==> src/rtl/alu_acc_arbiter.sv <==
// Round-robin arbiter/sequencer sharing one ALU/shifter and accumulator between two requesters.
// Optional build macro ACC_CHAIN_EN: a winner may take operand A and carry-in from the accumulator.
module alu_acc_arbiter #(
  parameter int WIDTH     = 4,
  parameter int SETTLE    = 1,
  parameter int INIT_PRIO = 0
) (
  input  logic             Clk,
  input  logic             nReset,
  input  logic             req0,
  input  logic             req1,
  input  logic [3:0]       mode0,
  input  logic [3:0]       mode1,
  input  logic [WIDTH-1:0] a0,
  input  logic [WIDTH-1:0] a1,
  input  logic [WIDTH-1:0] b0,
  input  logic [WIDTH-1:0] b1,
  input  logic             cin0,
  input  logic             cin1,
`ifdef ACC_CHAIN_EN
  input  logic             use_acc0,
  input  logic             use_acc1,
  input  logic [WIDTH-1:0] acc_q,
  input  logic             acc_cbf,
`endif
  output logic             gnt0,
  output logic             gnt1,
  output logic             done0,
  output logic             done1,
  output logic [3:0]       alu_mode,
  output logic [WIDTH-1:0] alu_a,
  output logic [WIDTH-1:0] alu_b,
  output logic             alu_cin,
  input  logic [WIDTH-1:0] alu_res,
  input  logic             alu_of,
  output logic             acc_load,
  output logic [WIDTH:0]   acc_d,
  output logic             rsp_valid,
  output logic             rsp_id,
  output logic [WIDTH-1:0] res,
  output logic             of,
  output logic [1:0]       dbg_state
);

  // Handshake: a requester raises reqN and holds it until the falling edge where
  // doneN is seen; gntN marks ownership from the grant edge to RESP exit, and
  // doneN/rsp_valid are single-cycle pulses carrying res/of/rsp_id.
  typedef enum logic [1:0] {S_IDLE, S_ISSUE, S_LOAD, S_RESP} state_t;

  localparam int       SETTLE_EFF = (SETTLE < 1) ? 1 : ((SETTLE > 7) ? 7 : SETTLE);
  localparam logic [2:0] CNT_LAST = 3'(SETTLE_EFF - 1);
  localparam logic     PRIO_RST   = (INIT_PRIO != 0);

  state_t           state_q, state_d;
  logic             ptr_q, ptr_d;
  logic [2:0]       cnt_q, cnt_d;
  logic             gnt0_q, gnt0_d, gnt1_q, gnt1_d;
  logic             done0_q, done0_d, done1_q, done1_d;
  logic [3:0]       alu_mode_q, alu_mode_d;
  logic [WIDTH-1:0] alu_a_q, alu_a_d, alu_b_q, alu_b_d;
  logic             alu_cin_q, alu_cin_d;
  logic             acc_load_q, acc_load_d;
  logic [WIDTH:0]   acc_d_q, acc_d_d;
  logic             rsp_valid_q, rsp_valid_d;
  logic             rsp_id_q, rsp_id_d;
  logic [WIDTH-1:0] res_q, res_d;
  logic             of_q, of_d;
  logic             win;

  always_ff @(negedge Clk or negedge nReset) begin
    if (!nReset) begin
      state_q     <= S_IDLE;
      ptr_q       <= PRIO_RST;
      cnt_q       <= '0;
      gnt0_q      <= 1'b0;
      gnt1_q      <= 1'b0;
      done0_q     <= 1'b0;
      done1_q     <= 1'b0;
      alu_mode_q  <= '0;
      alu_a_q     <= '0;
      alu_b_q     <= '0;
      alu_cin_q   <= 1'b0;
      acc_load_q  <= 1'b0;
      acc_d_q     <= '0;
      rsp_valid_q <= 1'b0;
      rsp_id_q    <= 1'b0;
      res_q       <= '0;
      of_q        <= 1'b0;
    end else begin
      state_q     <= state_d;
      ptr_q       <= ptr_d;
      cnt_q       <= cnt_d;
      gnt0_q      <= gnt0_d;
      gnt1_q      <= gnt1_d;
      done0_q     <= done0_d;
      done1_q     <= done1_d;
      alu_mode_q  <= alu_mode_d;
      alu_a_q     <= alu_a_d;
      alu_b_q     <= alu_b_d;
      alu_cin_q   <= alu_cin_d;
      acc_load_q  <= acc_load_d;
      acc_d_q     <= acc_d_d;
      rsp_valid_q <= rsp_valid_d;
      rsp_id_q    <= rsp_id_d;
      res_q       <= res_d;
      of_q        <= of_d;
    end
  end

  always_comb begin
    state_d     = state_q;
    ptr_d       = ptr_q;
    cnt_d       = cnt_q;
    gnt0_d      = gnt0_q;
    gnt1_d      = gnt1_q;
    done0_d     = done0_q;
    done1_d     = done1_q;
    alu_mode_d  = alu_mode_q;
    alu_a_d     = alu_a_q;
    alu_b_d     = alu_b_q;
    alu_cin_d   = alu_cin_q;
    acc_load_d  = acc_load_q;
    acc_d_d     = acc_d_q;
    rsp_valid_d = rsp_valid_q;
    rsp_id_d    = rsp_id_q;
    res_d       = res_q;
    of_d        = of_q;
    win         = (req0 && req1) ? ptr_q : req1;
    case (state_q)
      S_IDLE: begin
        if (req0 || req1) begin
          alu_mode_d = win ? mode1 : mode0;
          alu_a_d    = win ? a1 : a0;
          alu_b_d    = win ? b1 : b0;
          alu_cin_d  = win ? cin1 : cin0;
`ifdef ACC_CHAIN_EN
          if (win ? use_acc1 : use_acc0) begin
            alu_a_d   = acc_q;
            alu_cin_d = acc_cbf;
          end
`endif
          gnt0_d   = ~win;
          gnt1_d   = win;
          rsp_id_d = win;
          ptr_d    = ~win;
          cnt_d    = '0;
          state_d  = S_ISSUE;
        end
      end
      S_ISSUE: begin
        // Operands have been stable SETTLE cycles once the count reaches its last value.
        if (cnt_q == CNT_LAST) begin
          acc_d_d    = {alu_res, alu_of};
          res_d      = alu_res;
          of_d       = alu_of;
          acc_load_d = 1'b1;
          state_d    = S_LOAD;
        end else begin
          cnt_d = cnt_q + 3'd1;
        end
      end
      S_LOAD: begin
        acc_load_d  = 1'b0;
        done0_d     = ~rsp_id_q;
        done1_d     = rsp_id_q;
        rsp_valid_d = 1'b1;
        state_d     = S_RESP;
      end
      S_RESP: begin
        done0_d     = 1'b0;
        done1_d     = 1'b0;
        rsp_valid_d = 1'b0;
        gnt0_d      = 1'b0;
        gnt1_d      = 1'b0;
        state_d     = S_IDLE;
      end
      default: state_d = S_IDLE;
    endcase
  end

  assign gnt0      = gnt0_q;
  assign gnt1      = gnt1_q;
  assign done0     = done0_q;
  assign done1     = done1_q;
  assign alu_mode  = alu_mode_q;
  assign alu_a     = alu_a_q;
  assign alu_b     = alu_b_q;
  assign alu_cin   = alu_cin_q;
  assign acc_load  = acc_load_q;
  assign acc_d     = acc_d_q;
  assign rsp_valid = rsp_valid_q;
  assign rsp_id    = rsp_id_q;
  assign res       = res_q;
  assign of        = of_q;
  assign dbg_state = state_q;

endmodule
==> config.mk <==
export PLATFORM = sky130hd
export DESIGN_NAME = alu_acc_arbiter
export DESIGN_NICKNAME = d
export VERILOG_FILES = /design/src/rtl/alu_acc_arbiter.sv
export SDC_FILE = /design/constraint.sdc
export NUM_CORES = 1
export LEC_CHECK = 0
export CORE_ASPECT_RATIO = 1.75
export CORE_MARGIN = 2
export CORE_UTILIZATION = 65
export CTS_CLUSTER_DIAMETER = 60
export DETAILED_ROUTE_END_ITERATION = 8
export DONT_BUFFER_PORTS = 1
export GPL_ROUTABILITY_DRIVEN = 0
export PLACE_DENSITY = 0.81
export REMOVE_ABC_BUFFERS = 1
export SLEW_MARGIN = 0
export SYNTH_ARGS = -nofsm -noshare
export SYNTH_HDL_FRONTEND = slang
export SYNTH_SLANG_ARGS = --single-unit
==> constraint.sdc <==
create_clock -name Clk -period 2.8 [get_ports Clk]
set_clock_uncertainty 0.15 [all_clocks]
set_input_delay 0.84 -clock Clk [delete_from_list [all_inputs] [get_ports Clk]]
set_output_delay 0.84 -clock Clk [all_outputs]
set_load 0.005 [all_outputs]
==> summary.md, run 1 <==
| Metric | Value |
|---|---|
| Post-layout nets | 214 |
| CTS tree | yes |
| Slew Limit Fails | 0 |
| Sequential area share after synthesis | 46.97% |
| Tightest Hold Check Type | flip-flop to flip-flop |
| Drt wl/cell | 20.59 um |
| Leakage power total | 0.0008708 uW |
| Core area | 2462 um^2 |
| Clock-pin slew of the registers on the worst-case setup and hold paths | 40 ps |
| Die height | 70.68 um |
| Critical path class | flip-flop to output pin |
| Count of buffers from port buffering | 0 |
| PwrDens | 1078 nW/um^2 |
| Outcome | finished, violations left |
| Setup ws final | -335.5 ps |
| Final setup viols | 46 |
| Largest net degree at the start of global routing | 32 |
| Critical-path maximum fanout | 3 |
| Slew HR | 63.63% |
| Clock Path Buffers | 2 |
| Synthesis-to-finish area growth | 19.92% |
| Max Cap Viol | 0 |
| Clk root buf | clkbuf_8 |
| Layout cells sized above 1 | 29.48% |
| Drt pass-1 iters | 4 |
| Iter 0 DRT Violations | 40 |
| Vias in the first global route | 1412 |
| Startpoint types | flip-flop |
| CP Data Required Time | 1810 ps |
| Failing checks | negative setup slack |
| R2R depth | 6 |
| Worst Hold Depth | 1 |
| CTS Buf Count | 5 |
| Initial antenna violation count | 0 |
| Post-DRT Antenna Nets | 0 |
| Final Hold Slack | 339.6 ps |
| Global Route Usage Sum | 26.54% |
| First-pass GRT wire length | 6065 um |
| Pwr Total | 2136 uW |
| DR vias | 1310 |
| CP Depth | 0 |
| RSZ-0062 raised after global routing | true |
| Ant. Diodes | 0 |
| Total global routing overflow | 0 |
| H-tree depth | 2 |
| Fin. Hold Viols | 0 |
| Chip width | 42.11 um |
| DRC viols | 0 |
| Crit path DAT | 2150 ps |
| Post-Syn Instances | 161 |
| Row Count | 24 |
| #FFs+latches synth | 31 |
| CTS Sinks | 31 |
| Worst slew pin tran | 545.5 ps |
| Mapped Area | 1652 um^2 |
| Worst-skew pair later-pin latency | 290 ps |
| Netlist cell types | 37 |
| Mean post-synth cell area | 10.26 um^2 |
| Initial Util | 67.07% |
| Area of the die | 2976 um^2 |
| Crit. End Element | output pin |
| Routed wire length | 4098 um |
| Ys Warns | 0 |
| Max IR drop VDD | 830.3 uV |
| Commonest non-fill, non-tap cell in the layout | dfrtn_1 |
| # hold bufs at CTS | 0 |
| Drt via density | 6.583 |
| IO Pins | 67 |
| Most frequent cells in the layout | dfrtn_1 (31), nand2_1 (11), nor2_1 (10), buf_4 (10) |
| Final HPWL DP | 2708 um |
## metrics by stage
stage	instances	cell area (um^2)	setup slack (ps)	util (%)	setup TNS, ps
after floorplan	147	1560	-537.7	-	-7765
after global placement	187	1698	-451.7	68.95	-7866
after detailed placement	187	1698	-486.6	68.95	-8723
after CTS	197	1871	-335.6	75.97	-10640
after global routing	199	1981	-351.8	80.44	-11660
final	199	1981	-335.5	80.44	-10690
## final cells by class
cell class / count / area [um^2]
Multi-Input combinational cell: 107 / 860.8
Sequential cell: 31 / 775.7
Fill cell: 148 / 481.7
Timing Repair Buffer: 18 / 173.9
Clock buffer: 8 / 100.1
Inverter: 9 / 37.54
Tap cell: 26 / 32.53
## worst reg2reg max path, stage by stage (launching register included)
cell and delay, ps:
dfrtn_1 360, buf_4 150, inv_1 110, ha_1 520, inv_2 180, and3_1 180, or4_1 500
## what timing repair did
action / in CTS / in global routing
endpoints found under the setup margin: 49 / 50
pin swaps: 3 / 4
setup buffers: 2 / 2
gates cloned: 0 / 0
resized for setup: 15 / 17
## cell usage after synthesis
library cell / count / area (um^2)
a2111oi_0: 1 / 8.760
a21oi_1: 8 / 40.04
a21oi_4: 1 / 16.27
a221o_1: 9 / 90.09
a22oi_1: 1 / 7.510
a2bb2oi_1: 1 / 8.760
a31oi_1: 8 / 50.05
a41o_1: 1 / 10.01
and2b_1: 1 / 7.510
and3_1: 2 / 12.51
and4b_1: 1 / 10.01
buf_2: 4 / 20.02
buf_4: 9 / 67.56
clkbuf_1: 1 / 3.750
dfrtn_1: 31 / 775.7
ha_1: 7 / 87.58
inv_1: 8 / 30.03
inv_2: 1 / 3.750
mux2_2: 6 / 67.56
mux2i_1: 3 / 30.03
nand2_1: 12 / 45.04
nand2b_1: 4 / 25.02
nand2b_4: 1 / 13.76
nand3_1: 2 / 10.01
nand3b_1: 1 / 7.510
nand4b_1: 1 / 8.760
nor2_1: 10 / 37.54
nor2_2: 1 / 6.260
nor2b_1: 2 / 12.51
nor3_1: 10 / 50.05
nor4b_1: 2 / 17.52
o211ai_1: 1 / 7.510
o21a_1: 1 / 7.510
o21ai_0: 6 / 30.03
o21ai_2: 1 / 8.760
o32ai_1: 1 / 8.760
or4_1: 1 / 7.510
## report_power, final
group	internal, uW	switching, uW
combinational	440	472
sequential	673	174
clock	224	153
## flip-flops by register name, summed over array words and instances, names as in the netlist
signal	cells
dbg_state	2
gnt1	1
done1	1
alu_cin	1
alu_a	4
ptr_q	1
alu_b	4
rsp_valid	1
gnt0	1
acc_load	1
done0	1
rsp_id	1
alu_mode	4
acc_d	5
cnt_q	3
## final timing paths
kind | startpoint | endpoint | slack (ps)
worst max-delay path | acc_d[0] | acc_d[0] | -340
worst min-delay path | alu_b[1] | alu_b[1] | 340
worst max register to register | dbg_state[0] | cnt_q[2] | 470
worst min register to register | alu_b[1] | alu_b[1] | 340
max in group asynchronous | nReset | acc_d[0] | 1010
min in group asynchronous | nReset | done1 | 1380
## logic make-up (layout without fill, tap and decap cells)
kind of cell             after synthesis  count (layout)  synth area share, %
flip-flops                            31              31                46.97
AO/OA/AOI/OAI                         40              40                17.80
buffers and inverters                 23              35                7.575
adder cells (fa/ha/maj)                7               7                5.303
multiplexers                           9               9                5.909
AND/OR/NAND/NOR                       51              51                16.44
## per-layer routing
metal	share of wire (%)	GRT usage [%]
met1	36	27.21
met2	56	48.26
met3	4.8	7.398
met4	2.3	12.85
met5	0	0
No activity file was read; power rests on OpenSTA's default activity.
==> run 2, diff against run 1 <==
--- a/config.mk
+++ b/config.mk
@@ -6,12 +6,12 @@
 export NUM_CORES = 1
 export LEC_CHECK = 0
-export CORE_ASPECT_RATIO = 1.75
+export CORE_ASPECT_RATIO = 1.2
 export CORE_MARGIN = 2
-export CORE_UTILIZATION = 65
+export CORE_UTILIZATION = 66
 export CTS_CLUSTER_DIAMETER = 60
 export DETAILED_ROUTE_END_ITERATION = 8
 export DONT_BUFFER_PORTS = 1
 export GPL_ROUTABILITY_DRIVEN = 0
-export PLACE_DENSITY = 0.81
+export PLACE_DENSITY = 0.82
 export REMOVE_ABC_BUFFERS = 1
 export SLEW_MARGIN = 0
==> constraint.sdc (replaced) <==
create_clock -name Clk -period 2.8 [get_ports Clk]
set_clock_uncertainty 0.15 [all_clocks]
set_input_delay 0.84 -clock Clk [delete_from_list [all_inputs] [get_ports Clk]]
set_output_delay 0.84 -clock Clk [all_outputs]
set_load 0.01 [all_outputs]
==> run 2 against run 1 <==
Net effect:
- the run still ends with negative setup slack left
- register-to-register slack worse by 90 ps
- non-clock buffer count is 2 lower
- sequential cell count stayed put
- worst setup slack lost 110 ps
- sequential share of layout area up 2.7 points
- final cell count grew 1.0%
- worst hold slack worse by 31 ps
- critical endpoint is now acc_d[2]
- via count fell by 0.23%
==> summary.md, run 2 (synthesis gave the netlist of run 1 again) <==
| Metric | Value |
|---|---|
| Outcome | finished, violations left |
| Failing checks | negative setup slack |
| Drt wl/cell | 18.98 um (-7.9%) |
| CP Data Required Time | 1810 ps (about the same) |
| Iter 0 DRT Violations | 40 (unchanged) |
| Post-layout nets | 212 (-0.93%) |
| Max Cap Viol | 0 (unchanged) |
| H-tree depth | 2 (unchanged) |
| Chip width | 49.67 um (+18%) |
| Initial Util | 70.89% (+3.8 points) |
| Slew Limit Fails | 0 (unchanged) |
| Critical-path maximum fanout | 3 (unchanged) |
| Area of the die | 2920 um^2 (-1.9%) |
| Final HPWL DP | 2554 um (-5.7%) |
| Largest net degree at the start of global routing | 32 (unchanged) |
| Post-layout util | 79.54% (-0.90 points) |
| Commonest non-fill, non-tap cell in the layout | dfrtn_1 |
| CTS Buf Count | 5 (unchanged) |
| First-pass GRT wire length | 6113 um (+0.79%) |
| Die height | 58.80 um (-17%) |
| DRC viols | 0 (unchanged) |
| IO Pins | 67 (unchanged) |
| Final Hold Slack | 308.2 ps (-31.38 ps) |
| Number of flip-flops under the largest register name | 5 (unchanged) |
| RSZ-0062 raised after global routing | true |
| Fin. Hold Viols | 0 (unchanged) |
| Inst Count DP | 193 (+3.2%) |
| Drt pass-1 iters | 4 (unchanged) |
| Row Count | 19 (-21%) |
| Max IR drop VDD | 778.9 uV (-6.2%) |
| PwrDens | 1140 nW/um^2 (+5.8%) |
| Routed wire length | 3814 um (-6.9%) |
| CTS Sinks | 31 (unchanged) |
| Total global routing overflow | 0 (unchanged) |
| Tightest Hold Check Type | flip-flop to flip-flop |
| Leakage power total | 0.0008171 uW (-6.2%) |
| DR vias | 1307 (-0.23%) |
| Setup ws final | -447.3 ps (-111.8 ps) |
| Vias in the first global route | 1321 (-6.4%) |
| Ant. Diodes | 0 (unchanged) |
| Slew HR | 58.81% (-4.8 points) |
| Pwr Total | 2113 uW (-1.1%) |
| Worst slew pin tran | 617.8 ps (+72.30 ps) |
| Layout cells sized above 1 | 23.53% (-6.0 points) |
| Crit path DAT | 2260 ps (+110 ps) |
| Clock-pin slew of the registers on the worst-case setup and hold paths | 70 ps (+30 ps) |
| Crit. End Element | output pin |
| Most frequent cells in the layout | dfrtn_1 (31), buf_4 (14), nand2_1 (12) |
| Core area | 2330 um^2 (-5.4%) |
| Clk root buf | clkbuf_4 |
| Global Route Usage Sum | 28.67% (+2.1 points) |
| Setup TNS | -13040 ps (-2348 ps) |
| # hold bufs at CTS | 0 (unchanged) |
| Count of buffers from port buffering | 0 (unchanged) |
| Worst-skew pair later-pin latency | 320 ps (+30 ps) |
| Startpoint types | flip-flop |
| Drt via density | 6.502 (-1.2%) |
| CTS tree | yes |
| Post-DRT Antenna Nets | 0 (unchanged) |
| Clock Path Buffers | 2 (unchanged) |
| Initial antenna violation count | 0 (unchanged) |
| Synthesis-to-finish area growth | 12.20% |
| Critical path class | flip-flop to output pin |
| Final setup viols | 42 (-8.7%) |
| Final cell count without fillers | 201 (+1.0%) |
run 2: stage by stage:
stage / instance area, um^2 / setup WS (ps)
after floorplan: 1560 / -537.7
after global placement: 1712 / -448.6
after detailed placement: 1712 / -522.5
after CTS: 1837 / -456.8
after global routing: 1853 / -477.2
final: 1853 / -447.3
run 2: repair_timing:
action | CTS | global route
endpoints found under the setup margin | 48 | 47
pin swaps | 1 | 0
gates resized for setup | 8 | 7
buffers inserted | 1 | 0
run 2: layout make-up:
class                   instances  area, um^2
clock buffers                   6       41.29
clock inverters                 1       30.03
well taps                      31       38.79
multi-input cells             107       793.3
repair buffers                 16       136.4
flip-flops and latches         31       775.7
inverters                       9       37.54
fillers                       164       476.7
run 2: final timing paths:
path                               from        to  slack, ps  cells past startpoint
max                            acc_d[2]  acc_d[2]       -450                      0
max in group asynchronous        nReset      gnt0       1050                      0
min                               ptr_q     ptr_q        310                      1
max reg2reg                dbg_state[0]  cnt_q[2]        380                      6
min reg2reg                       ptr_q     ptr_q        310                      1
min in group asynchronous        nReset  acc_d[2]       1340                      0
run 2: per-layer routing:
metal / vias up / GRT usage (%) / part of all wire (%)
met4: 0 / 15.08 / 3.3
met2: 62 / 50.29 / 53
li1: 597 / - / -
met1: 634 / 31.25 / 38
met5: - / 0 / 0
met3: 14 / 8.629 / 6.0
run 2: where the power goes:
part           internal, uW  switching (uW)
clock                   184             148
sequential              671             264
combinational           407             439
run 2: worst register-to-register path, stage by stage, from the launching register on:
cell and delay, ps:
dfrtn_1 390, buf_4 160, inv_1 110, ha_1 570, inv_2 160, and3_1 180, or4_1 530
==> run 3, diff against run 2 <==
Settings changed: REMOVE_ABC_BUFFERS 1 to not set, SETUP_SLACK_MARGIN set to 0.3.
==> run 3 against run 2 <==
Net effect:
- the run still ends with negative setup slack left
- sequential power barely moved
- routed wire length grew 32%
- largest cell class unchanged
- critical path type unchanged
- non-clock buffer count up 3
==> summary.md, run 3 (synthesis gave the netlist of run 1 again) <==
| Metric | Value |
|---|---|
| Inst Count DP | 194 (+0.52%) |
| Iter 0 DRT Violations | 64 (+60%) |
| Leakage power total | 0.0008719 uW (+6.7%) |
| Die height | 58.80 um (unchanged) |
| Fin. Hold Viols | 0 (unchanged) |
| CTS Buf Count | 5 (unchanged) |
| CTS tree | yes |
| First-pass GRT wire length | 6851 um (+12%) |
| Commonest non-fill, non-tap cell in the layout | dfrtn_1 |
| Routed wire length | 5051 um (+32%) |
| Post-layout nets | 217 (+2.4%) |
| CTS Sinks | 31 (unchanged) |
| Failing checks | negative setup slack |
| Post-DRT Antenna Nets | 0 (unchanged) |
| Number of flip-flops under the largest register name | 5 (unchanged) |
| Max IR drop VDD | 917.6 uV (+18%) |
| Startpoint types | flip-flop |
| Slew Limit Fails | 0 (unchanged) |
| Crit. End Element | output pin |
| Final HPWL DP | 2688 um (+5.2%) |
| Drt via density | 7.087 (+9.0%) |
| DR vias | 1467 (+12%) |
| Final instance area | 2058 um^2 (+11%) |
| Slew HR | 68.86% (+10 points) |
| Worst-skew pair later-pin latency | 330 ps (about the same) |
| Final cell count without fillers | 207 (+3.0%) |
| Final setup viols | 45 (+7.1%) |
| Vias in the first global route | 1468 (+11%) |
| Syn_nets | 203 |
| Max Cap Viol | 0 (unchanged) |
| Most frequent cells in the layout | dfrtn_1 (31), nand2_1 (12), buf_4 (12) |
| Crit path DAT | 2260 ps (about the same) |
| IO Pins | 67 (unchanged) |
| Post-layout util | 88.35% (+8.8 points) |
| Tightest Hold Check Type | flip-flop to flip-flop |
| FILL cells | 102 (-38%) |
| Initial antenna violation count | 0 (unchanged) |
| Placed cell areas | 1765 um^2 (+3.1%) |
| Drt pass-1 iters | 5 (+1) |
| Total global routing overflow | 0 (unchanged) |
| Outcome | finished, violations left |
| Core area | 2330 um^2 (unchanged) |
| Initial Util | 70.89% (unchanged) |
| PwrDens | 1107 nW/um^2 (-2.9%) |
| Area of the die | 2920 um^2 (unchanged) |
| Ant. Diodes | 0 (unchanged) |
| Worst slew pin tran | 465.9 ps (-151.9 ps) |
| Synthesis-to-finish area growth | 24.62% |
| Row Count | 19 (unchanged) |
| DRC viols | 0 (unchanged) |
| Clock Path Buffers | 2 (unchanged) |
| Critical-path maximum fanout | 3 (unchanged) |
| Layout cells sized above 1 | 36.36% (+13 points) |
| Final Hold Slack | 370.4 ps (+62.16 ps) |
| Clock-pin slew of the registers on the worst-case setup and hold paths | 70 ps (about the same) |
| Drt wl/cell | 24.40 um (+29%) |
| Setup ws final | -451.8 ps (-4.579 ps) |
| CP Data Required Time | 1810 ps (about the same) |
| Global Route Usage Sum | 31.85% (+3.2 points) |
| H-tree depth | 2 (unchanged) |
| Largest net degree at the start of global routing | 32 (unchanged) |
| Chip width | 49.67 um (unchanged) |
| Count of buffers from port buffering | 0 (unchanged) |
| Critical path class | flip-flop to output pin |
| Clk root buf | clkbuf_4 |
| RSZ-0062 raised after global routing | true |
## run 3: cell count changes in the layout (fill, tap and decap cells not counted), moves of 3 or more
cell	delta
o21ai_2	+4
buf_6	+4
o21ai_1	-3
a21oi_1	-3
a21oi_2	+3
a31oi_4	+3
nor3_1	-6
nor3_2	+6
## run 3: final timing paths
check / start / to / slack (ps) / depth (start not counted)
setup / recovery: acc_d[2] / acc_d[2] / -450 / 0
hold / removal: rsp_valid / rsp_valid / 370 / 2
setup reg to reg: dbg_state[0] / alu_b[3] / 420 / 9
hold reg to reg: rsp_valid / rsp_valid / 370 / 2
max in group asynchronous: nReset / acc_d[0] / 1060 / 0
min in group asynchronous: nReset / alu_a[1] / 1330 / 0
## run 3: power by group
part	leakage, uW	total, uW	internal (uW)	switching (uW)
clock	0.0000293	258	97.7	160
combinational	0.000467	1080	516	566
sequential	0.000376	938	671	268
## run 3: per-stage QoR
step	setup slack (ps)	total power [uW]	setup TNS, ps
floorplan	-505.3	1616	-9548
global placement	-409.3	1714	-8469
detailed placement	-452.9	1769	-9093
CTS	-453.2	2132	-13540
global route	-481.0	2386	-15200
finish	-451.8	2278	-14220
## run 3: what timing repair did
item | 4_1_cts | 5_1_grt
pin swaps | 10 | 5
gates resized for setup | 23 | 17
cloned | 2 | 0
hold buffers | 0 | 0
buffers inserted | 2 | 1
endpoints found under the setup margin | 53 | 53
## run 3: cell type report
| class | count | area [um^2] | area share, % |
|---|---|---|---|
| multi-input cells | 109 | 974.7 | 47.36 |
| inverters | 9 | 37.54 | 1.824 |
| well taps | 31 | 38.79 | 1.885 |
| repair buffers | 19 | 181.4 | 8.815 |
| clock inverters | 1 | 5.005 | 0.2432 |
| clock buffers | 7 | 45.04 | 2.188 |
| flip-flops and latches | 31 | 775.7 | 37.69 |
## run 3: per-layer routing
| layer | vias up | routed length [um] | GRT usage, % |
|---|---|---|---|
| met1 | 722 | 1755 | 33.90 |
| met4 | 0 | 291 | 18.65 |
| met5 | - | 0 | 0 |
| li1 | 612 | - | - |
| met3 | 35 | 333 | 10.15 |
| met2 | 98 | 2670 | 55.43 |
